[src/rtl/wheel_speed_meas.sv]
// Per-window wheel speed from free-running 16-bit edge counters, with a
// 2^AVG_LOG2-window moving average and a valid/ready output handshake.

module wheel_speed_lane #(
  parameter int          AVG_LOG2  = 2,
  parameter logic [15:0] MAX_DELTA = 16'd4000
) (
  input  logic        clk,
  input  logic        rst,
  input  logic        clr,
  input  logic        tick,
  input  logic        upd,
  input  logic [15:0] edge_cnt,
  output logic [15:0] spd,
  output logic [15:0] avg,
  output logic        fault
);
  localparam int DEPTH = 1 << AVG_LOG2;
  localparam int SW    = 16 + AVG_LOG2;

  logic [15:0]            prev, delta;
  logic [DEPTH-1:0][15:0] hist;
  logic [SW-1:0]          sum, sum_nxt;

  // sum always contains the oldest entry, so the subtraction cannot underflow
  assign sum_nxt = sum + SW'(delta) - SW'(hist[DEPTH-1]);

  always_ff @(posedge clk) begin
    if (rst) begin
      prev  <= '0;
      delta <= '0;
      hist  <= '0;
      sum   <= '0;
      spd   <= '0;
      avg   <= '0;
      fault <= 1'b0;
    end else if (clr) begin
      prev <= '0;
      hist <= '0;
      sum  <= '0;
    end else begin
      if (tick) begin
        prev  <= edge_cnt;
        delta <= edge_cnt - prev;
      end
      if (upd) begin
        for (int i = DEPTH-1; i > 0; i--) hist[i] <= hist[i-1];
        hist[0] <= delta;
        sum     <= sum_nxt;
        spd     <= delta;
        avg     <= 16'(sum_nxt >> AVG_LOG2);
        fault   <= (delta > MAX_DELTA);
      end
    end
  end
endmodule

module wheel_speed_meas #(
  parameter int          WINDOW_CYC = 1250000,
  parameter int          AVG_LOG2   = 2,
  parameter logic [15:0] MAX_DELTA  = 16'd4000
) (
  input  logic        clk,
  input  logic        rst,
  input  logic        en,
  input  logic [15:0] edge_l,
  input  logic [15:0] edge_r,
  output logic [15:0] spd_l,
  output logic [15:0] spd_r,
  output logic [15:0] avg_l,
  output logic [15:0] avg_r,
  output logic        spd_valid,
  input  logic        spd_ready,
  output logic        fault_l,
  output logic        fault_r,
  output logic        overrun
);
  localparam int NUM_LANES = 2;
  localparam int WC_W      = $clog2(WINDOW_CYC);
  localparam logic [WC_W-1:0] WC_LAST = WC_W'(WINDOW_CYC - 1);

  typedef enum logic [1:0] {IDLE, PRIME, RUN} state_t;

  state_t                        state;
  logic [WC_W-1:0]               wc;
  logic                          tick, dlt_vld, upd;
  logic [NUM_LANES-1:0][15:0]    edge_cnt, spd_v, avg_v;
  logic [NUM_LANES-1:0]          fault_v;

  // a window that ends in the same cycle en drops is abandoned
  assign tick = (state != IDLE) && en && (wc == WC_LAST);
  assign upd  = dlt_vld && en;

  always_ff @(posedge clk) begin
    if (rst) begin
      state     <= IDLE;
      wc        <= '0;
      dlt_vld   <= 1'b0;
      spd_valid <= 1'b0;
      overrun   <= 1'b0;
    end else begin
      dlt_vld <= tick && (state == RUN);
      case (state)
        IDLE: begin
          wc <= '0;
          if (en) state <= PRIME;
        end
        default: begin
          if (!en) begin
            state <= IDLE;
            wc    <= '0;
          end else begin
            wc <= (wc == WC_LAST) ? '0 : wc + 1'b1;
            if (tick && state == PRIME) state <= RUN;
          end
        end
      endcase
      if (upd) begin
        spd_valid <= 1'b1;
        if (spd_valid && !spd_ready) overrun <= 1'b1;
      end else if (spd_valid && spd_ready) begin
        spd_valid <= 1'b0;
      end
    end
  end

  assign edge_cnt = {edge_r, edge_l};

  for (genvar i = 0; i < NUM_LANES; i++) begin : g_lane
    wheel_speed_lane #(
      .AVG_LOG2  (AVG_LOG2),
      .MAX_DELTA (MAX_DELTA)
    ) u_lane (
      .clk      (clk),
      .rst      (rst),
      .clr      (!en),
      .tick     (tick),
      .upd      (upd),
      .edge_cnt (edge_cnt[i]),
      .spd      (spd_v[i]),
      .avg      (avg_v[i]),
      .fault    (fault_v[i])
    );
  end

  assign spd_l   = spd_v[0];
  assign spd_r   = spd_v[1];
  assign avg_l   = avg_v[0];
  assign avg_r   = avg_v[1];
  assign fault_l = fault_v[0];
  assign fault_r = fault_v[1];
endmodule

[config.mk]
export PLATFORM = sky130hd
export DESIGN_NAME = wheel_speed_meas
export DESIGN_NICKNAME = d
export VERILOG_FILES = /design/src/rtl/wheel_speed_meas.sv
export SDC_FILE = /design/constraint.sdc
export NUM_CORES = 1
export LEC_CHECK = 0
export CAP_MARGIN = 30
export CORE_MARGIN = 2
export CORE_UTILIZATION = 50
export CTS_CLUSTER_SIZE = 28
export DETAILED_ROUTE_END_ITERATION = 10
export DONT_BUFFER_PORTS = 1
export GPL_TIMING_DRIVEN = 1
export PLACE_DENSITY = 0.76
export SLEW_MARGIN = 20
export SYNTH_ARGS = -nofsm -noshare
export SYNTH_HDL_FRONTEND = slang
export SYNTH_SLANG_ARGS = --single-unit
[constraint.sdc]
create_clock -name clk -period 3.04 [get_ports clk]
set_clock_uncertainty 0.1 [all_clocks]
set_input_delay 0.152 -clock clk [delete_from_list [all_inputs] [get_ports clk]]
set_output_delay 0.152 -clock clk [all_outputs]
set_load 0.01 [all_outputs]
==> run metrics <==
clk slew on worst S/H paths=0.06 ns; most common cell in the synthesized netlist=sky130_fd_sc_hd__dfxtp_1; WL per Instance=17.0 microns; DP HPWL=27.2 mm; worst setup path start=g_lane[1].u_lane.sum[14]; result of the run=finished, final reports clean; Placer Congestion=0.909; worst max-slew margin expressed relative to the limit=approximately a third; Ports=104; clk_lat worst skew=0.51 ns; number of sinks on the clock net=320; Die Y-Extent=180 microns; Starting Density=50.6%; proportion of netlist area held by the largest area contributor=41.6%; combined area of all synthesized cells=15400 sq um; final setup vio count=0; chip width=~180 microns; unrepaired setup endpoints after global routing=true; Detailed Route Iter0 Violations=793; post-route insts no fill=between 2000 and 2500; Max H-tree Level=2; critical path arrival=3.36 ns; reg-to-reg endpoint=g_lane[1].u_lane.avg[15]; total congestion overflow after global routing=0; most used flip-flop cell after synthesis=sky130_fd_sc_hd__dfxtp_1; post-detailed-routing wire length=39.0 mm; Power per Cell Area=475 nW/um^2; register area share after synthesis=41.6%; Synth Net Count=1957; master cell of the clock root buffer=sky130_fd_sc_hd__clkbuf_16; post-route clock period utilization=between 90% and 100%; proportion of register bits with asynchronous set or reset after synthesis=0%; required time at the worst-slack endpoint=3.39 ns; kind of capture point of the worst setup path=flip-flop; number of enable flip-flop cells after synthesis=0; number of buffers inserted by port buffering=0; crit path kind=flip-flop to flip-flop; Nets=2026; worst setup path endpoint=g_lane[1].u_lane.avg[15]; cell accounting for the most synthesized area=sky130_fd_sc_hd__dfxtp_1; core area=between 30000 and 40000 sq um; highest clock rate=0.333 GHz; minimum setup slack among reg-to-reg paths=roughly 0.033 ns; Post-Syn Area per Cell=8.46 sq um; cells after synthesis=1820; maximum count of clock buffers along a single path=3; number of cells traversed by the worst register-to-register path=10; P&R area growth vs syn=16.3%; launching point of the worst reg2reg path=g_lane[1].u_lane.sum[14]; total clock buffers created by CTS=35; Critical Path Source Type=flip-flop; via count of the routed design=12704; area enclosed by the die boundary=32200 sq um; total power=8520 uW; placed cell count=2207; number of nets still failing antenna checks after routing=0; antenna cell count=0; Synth top cells by count=sky130_fd_sc_hd__dfxtp_1 (320), sky130_fd_sc_hd__nand2_1 (268), sky130_fd_sc_hd__a21oi_1 (182), sky130_fd_sc_hd__inv_1 (182), sky130_fd_sc_hd__nor2_1 (169); maximum fanout count along the critical path=6; cells taking the most area after synthesis=sky130_fd_sc_hd__dfxtp_1 (42%), sky130_fd_sc_hd__mux2i_1 (7.3%), sky130_fd_sc_hd__nand2_1 (6.5%); yosys synthesis warning count=0; detailed-route DRC error count=0; number of stages on the worst hold path=5; tightest hold margin=0.0105 ns; placement row count=64; first-pass GRT wire length=63.2 mm; Fill cells=2641; via/cell ratio=5.52; maxcap violations=0; register area=6420 sq um; DR pass1 iterations=6; Synth cell types=70; Pins Over Slew Limit=0; number of global-route vias before repair=12223; Worst Hold Launch=edge_r[12]; total placed instance area=roughly 16000 sq um; maximum vdd drop=just over 600 uV; transition time at the pin with the least slew margin=1.01 ns; largest net degree at the start of global routing=132; min Tclk post-route=3.01 ns; TritonCTS clock tree=built; leakage=0.00669 uW; Hold Path Class=input pin to flip-flop; Total Negative Setup Slacks=0 ns; number of antenna violations at the first check in global routing=0; summed area of non-filler cells in the final layout=17900 sq um; number of failing hold endpoints at the final stage=0; multi-input gate area in the final layout=slightly above 8000 sq um; number of storage elements in the synthesis netlist=320; gr usage total=23.7%; share of layout cells above drive strength 1=10.3%
## registers in the layout, summed over array words and instances (netlist names), 2 cells and up
signal               cells
g_lane.u_lane.hist     128
g_lane.u_lane.sum       36
g_lane.u_lane.avg       32
g_lane.u_lane.delta     32
g_lane.u_lane.prev      32
g_lane.u_lane.spd       32
wc                      21
g_lane.u_lane.fault      2
state                    2
## area by class of cell
class	count	share of cell area, %
clock inverter	10	0.649
sequential	320	35.8
tap	396	2.77
clock buffer	45	5.27
multi-input combinational	1230	45.8
inverter	183	3.83
timing repair buffer	119	5.88
## report_power, final
group	internal, uW	switching (uW)
sequential	4190	0.982
combinational	119	189
clock	2360	1660
total	6670	1850
## timing repair
item	4_1_cts	5_1_grt
hold endpoints to repair	118	0
pin swaps	2	15
resized for setup	2	55
setup buffers	0	4
hold buffers	37	0
setup endpoints to repair	4	34
## routing by layer
layer | GRT usage [%] | vias to the layer above | wire, microns
met3 | 4.96 | 64 | 2460
met1 | 33.1 | 6079 | 18300
met5 | 0 | - | 0
li1 | - | 6256 | -
met4 | 6.28 | 0 | 834
met2 | 37.3 | 305 | 17500
## worst max-delay path, stage by stage (launching register included)
cell and delay [ns]:
sky130_fd_sc_hd__dfxtp_1 0.34, sky130_fd_sc_hd__inv_1 0.07, sky130_fd_sc_hd__fa_1 0.54, sky130_fd_sc_hd__inv_1 0.05, sky130_fd_sc_hd__ha_1 0.38, sky130_fd_sc_hd__nand2_1 0.18, sky130_fd_sc_hd__nor4_1 0.42, sky130_fd_sc_hd__o2111a_1 0.27
sky130_fd_sc_hd__a211oi_2 0.06, sky130_fd_sc_hd__or4_1 0.44, sky130_fd_sc_hd__nand3_1 0.09
## cell usage in the layout (no fill, tap or decap), drive strengths merged, types with 25 or more instances in the layout
cell | Yosys | final
xor2 | 25 | 25
buf | 20 | 83
nor2 | 170 | 170
a21o | 28 | 28
ha | 67 | 67
nand3 | 38 | 38
dfxtp | 320 | 320
clkbuf | 67 | 45
o21ai | 53 | 53
fa | 34 | 34
inv | 182 | 185
nor3 | 25 | 25
mux2i | 113 | 113
a21oi | 182 | 182
nand2 | 268 | 268
dlygate4sd3 | 0 | 36
## kinds of logic after synthesis
family / share of synthesized area, %
AND/OR/NAND/NOR: 17.5
AO/OA/AOI/OAI: 14.2
flip-flops: 41.6
buffers and inverters: 6.82
multiplexers: 7.34
adder cells (fa/ha/maj): 9.86
XOR/XNOR: 2.67
## worst min path at each step
stage and to:
2_1_floorplan g_lane[0].u_lane.prev[0], 3_3_place_gp g_lane[0].u_lane.delta[5], 3_5_place_dp g_lane[0].u_lane.delta[5], 4_1_cts g_lane[1].u_lane.delta[11], 5_1_grt g_lane[1].u_lane.delta[11], 6_report g_lane[1].u_lane.delta[14]
## stage by stage
step	utilization (%)	worst slack [ns]
2_1_floorplan	-	0.141
3_3_place_gp	53.2	0.0499
3_5_place_dp	53.2	-0.0374
4_1_cts	58.0	0.0118
5_1_grt	58.9	-0.0635
6_report	58.9	0.0328
Note: power is estimated with default switching activity, not from simulation.
